`src/rtl/nn_fixed_pkg.sv`:
```
// Shared fixed-point widths, limits and state encoding for the neuron layer stages.
// Q2.12 activations, Q4.8 weights, Q3.8 pre-activations.
package nn_fixed_pkg;

    localparam int ACT_W  = 32'sd14;
    localparam int WGT_W  = 32'sd12;
    localparam int X_W    = 32'sd12;
    localparam int PROD_W = ACT_W + WGT_W;

    // Symmetric range keeps |x| representable in the sigmoid stage.
    localparam int X_MAX  = 32'sd2047;
    localparam int X_MIN  = -32'sd2047;

    typedef enum logic [1:0] {
        ACC   = 2'd0,
        FLUSH = 2'd1,
        OUT   = 2'd2
    } mac_state_t;

    function automatic int clog2(input int value);
        int res;
        res = 32'sd0;
        for (int i = 0; i < 31; i++) begin
            if ((32'sd1 <<< i) < value) begin
                res = i + 32'sd1;
            end else begin
                res = res;
            end
        end
        return res;
    endfunction

endpackage

```
`src/rtl/neuron_preact_mac_if.sv`:
```
// Streamed activation/weight input and pre-activation result handshake for the MAC stage.
// slave is the MAC's view, master the upstream/downstream environment's view.
interface neuron_preact_mac_if;
    import nn_fixed_pkg::*;

    logic                     s_valid;
    logic                     s_ready;
    logic signed [ACT_W-1:0]  s_act;
    logic signed [WGT_W-1:0]  s_wgt;
    logic                     s_last;
    logic signed [X_W-1:0]    bias;
    logic                     m_valid;
    logic                     m_ready;
    logic signed [X_W-1:0]    m_x;
    logic                     m_sat;
    logic                     m_short;

    modport slave (
        input  s_valid, s_act, s_wgt, s_last, bias, m_ready,
        output s_ready, m_valid, m_x, m_sat, m_short
    );

    modport master (
        output s_valid, s_act, s_wgt, s_last, bias, m_ready,
        input  s_ready, m_valid, m_x, m_sat, m_short
    );

endinterface

```
`src/rtl/preact_sat.sv`:
```
// Arithmetic right shift (floor) of a wide accumulator followed by a clamp to
// the symmetric Q3.8 range; sat_o flags when the clamp was applied.
module preact_sat
    import nn_fixed_pkg::*;
#(
    parameter int IN_W  = 31,
    parameter int SHIFT = 12
) (
    input  logic signed [IN_W-1:0] acc_i,
    output logic signed [X_W-1:0]  x_o,
    output logic                   sat_o
);

    localparam logic signed [IN_W-1:0] HI_LIM = IN_W'(X_MAX);
    localparam logic signed [IN_W-1:0] LO_LIM = IN_W'(X_MIN);

    logic signed [IN_W-1:0] shifted_s;

    assign shifted_s = acc_i >>> SHIFT;

    // Clamp the scaled value into [X_MIN, X_MAX].
    always_comb begin
        x_o   = shifted_s[X_W-1:0];
        sat_o = 1'b0;
        if (shifted_s > HI_LIM) begin
            x_o   = X_W'(X_MAX);
            sat_o = 1'b1;
        end else if (shifted_s < LO_LIM) begin
            x_o   = X_W'(X_MIN);
            sat_o = 1'b1;
        end else begin
            x_o   = shifted_s[X_W-1:0];
            sat_o = 1'b0;
        end
    end

endmodule

```
`src/rtl/neuron_preact_mac.sv`:
```
// Sequential MAC computing one neuron's pre-activation bias + sum(act*wgt) over a
// streamed vector, then scaling and saturating it to Q3.8 for the sigmoid stage.
module neuron_preact_mac
    import nn_fixed_pkg::*;
#(
    parameter int N_IN  = 16,
    parameter int SHIFT = 12
) (
    input  logic                  clk,
    input  logic                  rst_n,
    neuron_preact_mac_if.slave    bus
);

    localparam int ACC_W = 27 + clog2(N_IN);
    localparam int CNT_W = (clog2(N_IN) > 0) ? clog2(N_IN) : 1;
    localparam logic [CNT_W-1:0] CNT_LAST = CNT_W'(N_IN - 1);

    mac_state_t                state_q, state_d;
    logic [CNT_W-1:0]          cnt_q, cnt_d;
    logic signed [PROD_W-1:0]  prod_q, prod_d;
    logic                      pend_q, pend_d;
    logic signed [ACC_W-1:0]   acc_q, acc_d;
    logic signed [X_W-1:0]     bias_q, bias_d;
    logic                      short_q, short_d;
    logic signed [X_W-1:0]     m_x_q, m_x_d;
    logic                      m_sat_q, m_sat_d;
    logic                      m_short_q, m_short_d;

    logic                      beat_s;
    logic                      end_s;
    logic signed [ACC_W-1:0]   prod_ext_s;
    logic signed [ACC_W-1:0]   bias_ext_s;
    logic signed [ACC_W-1:0]   acc_final_s;
    logic signed [X_W-1:0]     sat_x_s;
    logic                      sat_flag_s;

    assign beat_s      = bus.s_valid && (state_q == ACC);
    assign end_s       = beat_s && (bus.s_last || (cnt_q == CNT_LAST));
    // Only a pending product contributes; bubbles leave the accumulator unchanged.
    assign prod_ext_s  = pend_q ? ACC_W'(prod_q) : {ACC_W{1'b0}};
    assign bias_ext_s  = ACC_W'(bias_q) <<< SHIFT;
    assign acc_final_s = acc_q + prod_ext_s + bias_ext_s;

    preact_sat #(
        .IN_W  (ACC_W),
        .SHIFT (SHIFT)
    ) u_sat (
        .acc_i (acc_final_s),
        .x_o   (sat_x_s),
        .sat_o (sat_flag_s)
    );

    // Next-state and datapath update for ACC/FLUSH/OUT.
    always_comb begin
        state_d   = state_q;
        cnt_d     = cnt_q;
        prod_d    = prod_q;
        pend_d    = 1'b0;
        acc_d     = acc_q;
        bias_d    = bias_q;
        short_d   = short_q;
        m_x_d     = m_x_q;
        m_sat_d   = m_sat_q;
        m_short_d = m_short_q;
        case (state_q)
            ACC: begin
                acc_d = acc_q + prod_ext_s;
                if (beat_s) begin
                    prod_d = PROD_W'(bus.s_act * bus.s_wgt);
                    pend_d = 1'b1;
                    cnt_d  = cnt_q + CNT_W'(1);
                    if (cnt_q == {CNT_W{1'b0}}) begin
                        bias_d = bus.bias;
                    end else begin
                        bias_d = bias_q;
                    end
                    if (end_s) begin
                        state_d = FLUSH;
                        short_d = bus.s_last && (cnt_q < CNT_LAST);
                    end else begin
                        state_d = ACC;
                    end
                end else begin
                    state_d = ACC;
                end
            end
            FLUSH: begin
                acc_d     = acc_final_s;
                m_x_d     = sat_x_s;
                m_sat_d   = sat_flag_s;
                m_short_d = short_q;
                state_d   = OUT;
            end
            OUT: begin
                if (bus.m_ready) begin
                    state_d = ACC;
                    acc_d   = {ACC_W{1'b0}};
                    cnt_d   = {CNT_W{1'b0}};
                end else begin
                    state_d = OUT;
                end
            end
            default: begin
                state_d = ACC;
                acc_d   = {ACC_W{1'b0}};
                cnt_d   = {CNT_W{1'b0}};
            end
        endcase
    end

    // State and datapath registers; reset discards any partial vector.
    always_ff @(posedge clk or negedge rst_n) begin
        if (!rst_n) begin
            state_q   <= ACC;
            cnt_q     <= {CNT_W{1'b0}};
            prod_q    <= {PROD_W{1'b0}};
            pend_q    <= 1'b0;
            acc_q     <= {ACC_W{1'b0}};
            bias_q    <= {X_W{1'b0}};
            short_q   <= 1'b0;
            m_x_q     <= {X_W{1'b0}};
            m_sat_q   <= 1'b0;
            m_short_q <= 1'b0;
        end else begin
            state_q   <= state_d;
            cnt_q     <= cnt_d;
            prod_q    <= prod_d;
            pend_q    <= pend_d;
            acc_q     <= acc_d;
            bias_q    <= bias_d;
            short_q   <= short_d;
            m_x_q     <= m_x_d;
            m_sat_q   <= m_sat_d;
            m_short_q <= m_short_d;
        end
    end

    assign bus.s_ready = (state_q == ACC);
    assign bus.m_valid = (state_q == OUT);
    assign bus.m_x     = m_x_q;
    assign bus.m_sat   = m_sat_q;
    assign bus.m_short = m_short_q;

endmodule

```
`src/flat_wrapper.sv`:
```
// flat-port wrapper written by rule: the top's interface ports become plain ports
module neuron_preact_mac_flat import nn_fixed_pkg::*;
#(
    parameter int N_IN  = 16,
    parameter int SHIFT = 12
)
  (clk, rst_n, bus_s_valid, bus_s_act, bus_s_wgt, bus_s_last, bus_bias, bus_m_ready, bus_s_ready, bus_m_valid, bus_m_x, bus_m_sat, bus_m_short);
  neuron_preact_mac_if bus_i ();
  input  logic clk;
  input  logic rst_n;
  input wire logic [$bits(bus_i.s_valid)-1:0] bus_s_valid;
  input wire logic [$bits(bus_i.s_act)-1:0] bus_s_act;
  input wire logic [$bits(bus_i.s_wgt)-1:0] bus_s_wgt;
  input wire logic [$bits(bus_i.s_last)-1:0] bus_s_last;
  input wire logic [$bits(bus_i.bias)-1:0] bus_bias;
  input wire logic [$bits(bus_i.m_ready)-1:0] bus_m_ready;
  output wire logic [$bits(bus_i.s_ready)-1:0] bus_s_ready;
  output wire logic [$bits(bus_i.m_valid)-1:0] bus_m_valid;
  output wire logic [$bits(bus_i.m_x)-1:0] bus_m_x;
  output wire logic [$bits(bus_i.m_sat)-1:0] bus_m_sat;
  output wire logic [$bits(bus_i.m_short)-1:0] bus_m_short;
  assign bus_i.s_valid = bus_s_valid;
  assign bus_i.s_act = bus_s_act;
  assign bus_i.s_wgt = bus_s_wgt;
  assign bus_i.s_last = bus_s_last;
  assign bus_i.bias = bus_bias;
  assign bus_i.m_ready = bus_m_ready;
  assign bus_s_ready = bus_i.s_ready;
  assign bus_m_valid = bus_i.m_valid;
  assign bus_m_x = bus_i.m_x;
  assign bus_m_sat = bus_i.m_sat;
  assign bus_m_short = bus_i.m_short;
  neuron_preact_mac #(.N_IN(N_IN), .SHIFT(SHIFT)) u_core (.clk(clk), .rst_n(rst_n), .bus(bus_i));
endmodule
```
`config.mk`:
```
export PLATFORM = sky130hd
export DESIGN_NAME = neuron_preact_mac_flat
export DESIGN_NICKNAME = d
export VERILOG_FILES = /design/src/rtl/nn_fixed_pkg.sv /design/src/rtl/neuron_preact_mac_if.sv /design/src/rtl/preact_sat.sv /design/src/rtl/neuron_preact_mac.sv /design/src/flat_wrapper.sv
export SDC_FILE = /design/constraint.sdc
export NUM_CORES = 1
export LEC_CHECK = 0
export ABC_CLOCK_PERIOD_IN_PS = 10200
export CORE_MARGIN = 2
export CORE_UTILIZATION = 25
export CTS_CLUSTER_DIAMETER = 50
export DETAILED_ROUTE_END_ITERATION = 10
export PLACE_DENSITY = 0.4
export SETUP_SLACK_MARGIN = 0.15
export SYNTH_ARGS = -nofsm -noshare
export SYNTH_HDL_FRONTEND = slang
export SYNTH_SLANG_ARGS = --single-unit
```
`constraint.sdc`:
```
create_clock -name clk -period 10.2 [get_ports clk]
set_input_delay 2.04 -clock clk [delete_from_list [all_inputs] [get_ports clk]]
set_output_delay 2.04 -clock clk [all_outputs]
set_load 0.02 [all_outputs]
```
# ---- Yosys cells after proc, flatten, opt, wreduce, memory -nomap -nowiden
# Cells that the tools add are included.
dict set report word_totals {
  output_inout_bits 16
  ff_bits 91
  wordCells 49
}
dict set report op_classes {
  n_reduce_logical 10
  muxes 16
  magnitude_cmp 3
  n_mul 1
  eq_ne 5
  addsub 3
  bitwise_logic 1
}
# operator count
set op_table {}
lappend op_table {{$pmux W31 S3} 1}
lappend op_table {{$mux W31} 2}
lappend op_table {{$add A31 B24 Y31} 1}
lappend op_table {{$add A31 B31 Y31} 1}
lappend op_table {{$mul A14 B12 Y26} 1}
lappend op_table {{$mux W12} 2}
lappend op_table {{$gt A19 B12 Y1 const B} 1}
lappend op_table {{$lt A19 B12 Y1 const B} 1}
lappend op_table {{$pmux W4 S3} 1}
lappend op_table {{$reduce_and A3 Y1} 3}
lappend op_table {{$mux W4} 2}
lappend op_table {{$mux W1} 6}
lappend op_table {{$pmux W2 S3} 1}
lappend op_table {{$add A4 B1 Y4 const B} 1}
lappend op_table {{$eq A4 B4 Y1 const B} 1}
lappend op_table {{$logic_not A4 Y1} 1}
lappend op_table {{$lt A4 B4 Y1 const B} 1}
lappend op_table {{$logic_and A1 B1 Y1} 3}
lappend op_table {{$eq A2 B1 Y1 const B} 1}
lappend op_table {{$eq A2 B2 Y1 const B} 1}
lappend op_table {{$logic_not A2 Y1} 1}
lappend op_table {{$mux W2} 1}
lappend op_table {{$ne A2 B1 Y1 const B} 1}
lappend op_table {{$ne A2 B2 Y1 const B} 1}
lappend op_table {{3 further kinds} 3}

# ---- Logic depth before layout (Yosys ltp)
# Gate-level depths: netlist of run 1.
dict set report depth {
  depth_word 6
  mapped_depth 25
  ltp_nobuf 23
}

# ---- Modules after synthesis
# From an unflattened synthesis of run 1, not the netlist that was laid out.
dict set report unflattened {
  cells_unflattened 1421
  hier_area_um2 12692.2
}
# mod seq_area_each_um2 area_per_inst_um2 cells_each n_inst
set modules_own_cells {}
lappend modules_own_cells {neuron_preact_mac 2277.2 12438.2 1383 1}
lappend modules_own_cells {preact_sat 0.0 254.0 38 1}

# ---- Worst setup path before layout of run 1
# OpenSTA, ideal clock, no wires.
dict set report synth_timing {
  path_type {input to register}
  from {in bus_s_act[6]}
  to {reg u_core.prod_q[25]}
  setup_slack_ns 3.118
  arrival_time_ns 6.946
  path_stages 20
  setup_time_ns 0.136
  n_path_buf 1
  cell_sequence {clkbuf_1 > and2_1 > fa_1 > inv_1 > fa_1 > inv_1 > fa_1 > inv_1 > fa_1 > inv_1 > fa_1 > ha_1 > a2111o_1 > o22ai_1 > o21ai_1 > a41oi_1 > a31o_2 > o21ai_1 > xnor2_1 > o21ai_0}
}
dict set report synth_via {
  elab_chain_len 1
}
# element line
set synth_rtl {}
lappend synth_rtl {{start, declared} flat_wrapper.sv:12} ;# input wire logic [$bits(bus_i.s_act)-1:0] bus_s_act;
lappend synth_rtl {{$mul A14 B12 Y26} neuron_preact_mac.sv:69} ;# prod_d = PROD_W'(bus.s_act * bus.s_wgt);
lappend synth_rtl {{end signal, assigned} neuron_preact_mac.sv:116} ;# prod_q <= {PROD_W{1'b0}};
lappend synth_rtl {{end signal, assigned} neuron_preact_mac.sv:127} ;# prod_q <= prod_d;
lappend synth_rtl {{end, declared} neuron_preact_mac.sv:20} ;# logic signed [PROD_W-1:0] prod_q, prod_d;
# Every way passes these cells.
# A chain may end at the register's enable or synchronous reset.

# ---- Worst setup path after layout of run 1
dict set report layout_timing {
  from {in bus_s_wgt[3]}
  to {reg u_core.prod_q[25]}
}
dict set report layout_via {
  elab_chain_len 1
}
# element line
set layout_rtl {}
lappend layout_rtl {{start, declared} flat_wrapper.sv:13} ;# input wire logic [$bits(bus_i.s_wgt)-1:0] bus_s_wgt;
lappend layout_rtl {{$mul A14 B12 Y26} neuron_preact_mac.sv:69}
# Every way passes these cells.

==> results.md, run 1 <==
- Post-synth EDFFs: 0
- Setup bufs post-CTS: 0
- Drt pass-1 iters: 5
- Post-Syn Area: 12500 µm²
- Congestion Overflow GR: 0
- Die extent in x: roughly 230 µm
- Max Clk Rate: roughly 130 MHz
- Total CTS buffers: 9
- Metal2 WL: between 15000 and 20000 µm
- Top sig layer: met4
- Min-delay worst type: register to register
- Clock Skew: 0.00695 ns
- Top_reg_cell synth: dfrtp_1
- Dpl ws: 1.97 ns
- Nets: 1721
- Unrepaired setup endpoints after global routing: false
- Status: completed
- Syn Nets: 1700
- Std cell rows: 81
- Number of global-route vias before repair: 9741
- Input/output buffers: 58
- Clk pin slew, worst setup/hold paths: about 0.07 ns
- Antenna violations before repair: 0
- Yosys cell types: 80
- Post-Layout Inst Area: 14000 µm²
- Crit path time final: 7.75 ns
- #FFs+latches synth: 91
- Detailed Place HPWL: 27100 µm
- Via/cell ratio: 4.49
- Global-route wire length before repair: 54000 µm
- WL met3: 589 µm
- Slew at the pin closest to its max-slew limit: 1.15 ns
- Critical path launch point type: input pin
- Most common cell after layout, fill and taps aside: nand2_1
- Core area: between 40000 and 50000 µm²
- Setup crit end kind: register
- Post-cts sizing count: 0
- Largest net degree at the start of global routing: 62
- Layout cells sized above 1: 0.0438
- Deepest clock path buffer count: 2
- Tcrit/Tclk final: 0.760
- Antenna cells: 0
- Sinks on the clock net: just over 90
- Final max-slew violation count: 0
- Drt initial violations: 387
- Setup TNS: 0 ns
- Final setup fails: 0
- Worst-path fanout max: 14
- Crit path DAT: 7.98 ns
- TritonCTS clock tree: done
- Total number of yosys warnings: 0
- Final Util: 0.286
- Hold Vio Cnt, Final: 0
- DIE AREA: between 50000 and 60000 µm²
- Routed wire length per instance: roughly 16 µm
- Register area share after synthesis: 0.183
- H-tree levels: 3
- Asr flop ratio synth: 1.00
- Clk_lat worst skew: 0.36 ns
- IO Pins: 59
- Area Overhead vs Synth: 12.5%
- Final setup margin: 2.45 ns
- Hold-fix buffers, CTS: 0
- Total number of vias: 9325
- Met1 wire length: 16200 µm
- MaxCap Viol Count: 0
- Clock root buffer: clkbuf_16
- DRC: 0
- Initial Utilization: 0.254
- WP data required: 10.43 ns
- Post-Syn Instances: between 1000 and 1500
- Die Ht: 227 µm
- Post-place instance area: about 14000 µm²
- GRT Util Overall: 0.133
- Worst slew margin relative to its limit: 0.233
- Commonest cells after routing, fill and taps aside: 208 x nand2_1, 187 x inv_1, 160 x fa_1, 108 x ha_1, 91 x dfrtp_1
- RePlAce Congestion: 0.802
- ANT nets after route: 0
- Total Wirelength: 32900 µm
- CP Class: input pin to register
- Syn_area_per_cell: 8.98 µm²
## final cells by class
cell class / count / area (µm²)
clock inverter: 5 / 67.6
sequential: 91 / 2280
multi-input combinational: 1054 / 9270
fill: 5354 / 35000
tap: 664 / 831
timing repair buffer: 66 / 638
clock buffer: 10 / 239
inverter: 188 / 706
## metal layers
metal | global-route usage | vias to the layer above
met5 | 0 | -
met4 | 0.0285 | 0
met3 | 0.0124 | 22
met2 | 0.223 | 88
met1 | 0.185 | 4634
li1 | - | 4581
## Yosys cell counts, types with 3 or more instances
library cell | n | area [µm²]
a21boi_0 | 3 | 22.5
a21o_1 | 22 | 165
and2_1 | 87 | 544
nor2b_1 | 6 | 37.5
fa_1 | 160 | 3200
xnor2_1 | 40 | 350
a21oi_1 | 58 | 290
a211oi_1 | 9 | 67.6
a31oi_1 | 9 | 56.3
dfrtp_1 | 91 | 2280
a22o_1 | 6 | 52.6
o31ai_1 | 3 | 22.5
and3_1 | 8 | 50.1
clkbuf_1 | 51 | 191
o21ai_0 | 63 | 315
nand3_1 | 18 | 90.1
o21bai_1 | 13 | 97.6
nor2_1 | 42 | 158
nand4_1 | 14 | 87.6
o22ai_1 | 4 | 25.0
o311ai_2 | 4 | 65.1
xor2_1 | 30 | 263
ha_1 | 108 | 1350
a22oi_1 | 8 | 60.1
mux2_2 | 12 | 135
nor3_1 | 11 | 55.1
o21ai_1 | 10 | 50.1
nand2_1 | 208 | 781
o21a_1 | 8 | 60.1
nand2b_1 | 20 | 125
mux2i_1 | 4 | 40.0
a221o_1 | 4 | 40.0
inv_1 | 187 | 702
o211ai_1 | 7 | 52.6
## worst paths after layout
path                             startpoint           endpoint  slack, ns  depth (start not counted)
setup / recovery               bus_s_wgt[3]  u_core.prod_q[25]       2.45                         19
hold / removal             u_core.prod_q[0]   u_core.prod_q[0]       0.47                          2
setup reg to reg              u_core.pend_q  u_core.bus.m_x[3]       3.39                         21
hold reg to reg            u_core.prod_q[0]   u_core.prod_q[0]       0.47                          2
max in group asynchronous             rst_n    u_core.acc_q[8]       7.41                          2
min in group asynchronous             rst_n  u_core.bias_q[10]       1.60                          1
## critical path, stage by stage
cell and delay (ns):
clkdlybuf4s50_1 0.90, nand2_1 0.18, fa_1 0.54, fa_1 0.51, inv_1 0.05, fa_1 0.49, inv_1 0.06, fa_1 0.53
inv_1 0.05, fa_1 0.47, ha_1 0.38, a2111o_1 0.39, o22ai_1 0.32, o21ai_1 0.18, a41oi_1 0.36, a31o_2 0.23
o21ai_1 0.08, xnor2_1 0.13, o21ai_0 0.08
## flip-flops by register name, indices dropped and copies added (netlist names)
signal              flops
u_core.state_q          2
u_core.prod_q          26
u_core.short_q          1
u_core.bus.m_x         12
u_core.acc_q           31
u_core.pend_q           1
u_core.bias_q          12
u_core.bus.m_sat        1
u_core.cnt_q            4
u_core.bus.m_short      1
## cells by family after synthesis
group                      Yosys count  share of synthesized area
muxes                               17                     0.0150
DFF                                 91                      0.183
buffers and inverters              244                     0.0745
AOI/OAI and AO/OA                  265                      0.146
xor gates and xnor gates            71                     0.0505
and+or+nand+nor                    433                      0.166
adders and majority gates          268                      0.365
## metrics by stage
| stage | cells | hold slack (ns) |
|---|---|---|
| after global routing | 2078 | 0.496 |
| after floorplan | 1389 | 0.431 |
| final | 2078 | 0.467 |
| after detailed placement | 2063 | 0.459 |
| after global placement | 2063 | 0.448 |
| after CTS | 2078 | 0.476 |
Power of run 1 is left out: the tool's default activity adds up to more than one toggle a clock period on the data nets, which glitch-free logic cannot reach.
==> inputs of run 2 (changes only) <==
ABC_CLOCK_PERIOD_IN_PS = 6750   (was 10200)
PLACE_DENSITY = 0.41   (was 0.4)
clock period = 6.75 ns   (was 10.2 ns; I/O delays follow)
==> results.md, run 2 (synthesis results as in run 1) <==
- Status: completed (unchanged)
- Max Clk Rate: 158 MHz
- Crit path DAT: 6.64 ns (was 7.98 ns)
- Crit path time final: roughly 6.3 ns
- Routed wire length per instance: 15.0 µm (was 15.8 µm)
- Area Overhead vs Synth: 18.7% (was 12.5%)
- Hold_sp: u_core.prod_q[19] (was u_core.prod_q[0])
- GRT met1 Usage: 0.177 (was 0.185)
- Critical path launch point type: input pin (unchanged)
- Deepest clock path buffer count: 2 (unchanged)
- Crit-path most repeated cell: fa_1 (unchanged)
- Tcrit/Tclk final: 0.939
- Total number of vias: 9692 (was 9325)
- Die Ht: 227 µm (unchanged)
- MaxCap Viol Count: 0 (unchanged)
- Hold Vio Cnt, Final: 0 (unchanged)
- Unrepaired setup endpoints after global routing: false (unchanged)
- Biggest registers after layout: u_core.acc_q (31), u_core.prod_q (26) (unchanged)
- Worst Hold Path EP: u_core.prod_q[19] (was u_core.prod_q[0])
- Global-route wire length before repair: 54200 µm (was 54000 µm)
- CP max stage cell: fa_1 (was clkdlybuf4s50_1)
- Min-delay worst type: register to register (unchanged)
- Std cell rows: 81 (unchanged)
- ANT nets after route: 0 (unchanged)
- CP max stage delay: 0.52 ns (was 0.90 ns)
- Setup crit end kind: register (unchanged)
- Total Wirelength: 32600 µm (was 32900 µm)
- CP cell instances: clkdlybuf4s50_1, buf_4, nand2_1, fa_1, inv_1, fa_1, inv_1, fa_1, inv_1, fa_1, fa_1, ha_1, buf_4, a21o_1, a31o_2, a21oi_2, nor2b_1, nor2_1, o21ai_0, or4_1, nand3_1 (was clkdlybuf4s50_1, nand2_1, fa_1, fa_1, inv_1, fa_1, inv_1, fa_1, inv_1, fa_1, ha_1, a2111o_1, o22ai_1, o21ai_1, a41oi_1, a31o_2, o21ai_1, xnor2_1, o21ai_0)
- Number of global-route vias before repair: 10437 (was 9741)
- GR Util met3: 0.00968 (was 0.0124)
- Antenna violations before repair: 0 (unchanged)
- Congestion Overflow GR: 0 (unchanged)
- H-tree levels: 3 (unchanged)
- TritonCTS clock tree: done (unchanged)
- Detailed Place HPWL: 27700 µm (was 27100 µm)
- Post-Layout Inst Area: 14800 µm² (was 14000 µm²)
- Grt peak-use layer: met2 (unchanged)
- DRC: 0 (unchanged)
- Clk_lat worst skew: 0.37 ns (was 0.36 ns)
- Clock root buffer: clkbuf_16 (unchanged)
- Initial Utilization: 0.254 (unchanged)
- Setup bufs post-CTS: 0 (unchanged)
- Most common cell after layout, fill and taps aside: nand2_1 (unchanged)
- WP data required: 7.05 ns (was 10.43 ns)
- FF-to-FF End: u_core.bus.m_x[0] (was u_core.bus.m_x[3])
- DIE AREA: 51700 µm² (unchanged)
- Drt initial violations: 385 (was 387)
- Total CTS buffers: 9 (unchanged)
- Reg-to-reg slack, setup: 0.60 ns (was 3.39 ns)
- Final setup fails: 0 (unchanged)
- Largest net degree at the start of global routing: 61 (was 62)
- Drt pass-1 iters: 4 (was 5)
- Clk pin slew, worst setup/hold paths: 0.07 ns (about the same)
- GRT Util Overall: 0.132 (was 0.133)
- Post-place instance area: 14400 µm² (was 13700 µm²)
- Slew at the pin closest to its max-slew limit: 0.796 ns (was 1.15 ns)
- Final max-slew violation count: 0 (unchanged)
- Worst-path fanout max: 11 (was 14)
- Max reg flops: 31 (unchanged)
- Fillers: 5281 (was 5354)
- Worst slew margin relative to its limit: 0.470 (was 0.233)
- Reg with most FFs: u_core.acc_q (unchanged)
- Via/cell ratio: 4.46 (was 4.49)
- RR Startpoint: u_core.pend_q (unchanged)
- Clock Skew: 0.0162 ns (was 0.00695 ns)
- CP Class: input pin to register (unchanged)
- IO Pins: 59 (unchanged)
- CP bufs+invs: 6 (was 4)
- Nets: 1815 (was 1721)
- Critical path's top delay family: adder cells (unchanged)
- RePlAce Congestion: 0.850 (was 0.802)
- R2R cell count: 21 (unchanged)
- Commonest cells after routing, fill and taps aside: 208 x nand2_1, 187 x inv_1, 160 x fa_1, 108 x ha_1, 101 x buf_4 (was 208 x nand2_1, 187 x inv_1, 160 x fa_1, 108 x ha_1, 91 x dfrtp_1)
- Sinks on the clock net: 91 (unchanged)
- Antenna cells: 0 (unchanged)
- GR Layer Usage met2: 0.229 (was 0.223)
- Layout cells sized above 1: 0.109 (was 0.0438)
- Hold Path Cell Cnt: 2 (unchanged)
- Die extent in x: 227 µm (unchanged)
- Input/output buffers: 58 (unchanged)
- Core area: 49100 µm² (unchanged)
-- run 2: layout make-up --
type	count	area, µm²	share of cell area
Clock buffer	9	225	0.0152
Tap cell	664	831	0.0561
Clock inverter	7	90.1	0.00609
Sequential cell	91	2280	0.154
Inverter	188	706	0.0477
Timing Repair Buffer	160	1370	0.0928
Multi-Input combinational cell	1054	9300	0.628
-- run 2: worst register-to-register path: stages, from the launching register on --
cell and delay (ns):
dfrtp_1 0.47, and2_1 0.18, ha_1 0.21, fa_1 0.42
a211oi_1 0.27, o21bai_1 0.14, or3_1 0.39, and2_1 0.21
a21o_1 0.19, a21oi_1 0.16, xnor2_1 0.16, ha_1 0.25
fa_1 0.44, a211oi_1 0.36, o21a_1 0.25, or2_1 0.16
o21ai_1 0.13, o211a_1 0.24, a211o_1 0.34, xor2_1 0.49
mux2_1 0.38, o31a_1 0.23
-- run 2: per-layer routing --
| layer | up-vias | wire length [µm] |
|---|---|---|
| met5 | - | 0 |
| met2 | 94 | 15900 |
| li1 | 4790 | - |
| met1 | 4785 | 15700 |
| met3 | 23 | 520 |
| met4 | 0 | 446 |
-- run 2: worst max-delay path by stage --
stage                   from                 to  cells past startpoint
2_1_floorplan   bus_s_act[6]  u_core.prod_q[25]                     20
3_3_place_gp    bus_s_wgt[6]  u_core.prod_q[25]                     20
3_5_place_dp    bus_s_act[5]  u_core.prod_q[25]                     20
4_1_cts        u_core.pend_q  u_core.bus.m_x[3]                     21
5_1_grt         bus_s_wgt[4]  u_core.prod_q[24]                     18
6_report        bus_s_act[6]  u_core.prod_q[18]                     21
-- run 2: repair_timing --
item | CTS | global route
gates resized for setup | 0 | 10
hold buffers | 0 | 0
setup endpoints to repair | 0 | 18
-- run 2: through the flow --
step	setup slack, ns	instances	setup TNS [ns]	hold slack, ns	utilization
floorplan	0.358	1389	0	0.431	-
global placement	-0.163	2157	-0.476	0.449	0.295
detailed placement	-0.162	2157	-0.557	0.461	0.295
CTS	0.190	2173	0	0.476	0.301
global route	0.163	2173	0	0.502	0.302
finish	0.409	2173	0	0.470	0.302
Power of run 2 is left out for the same reason.
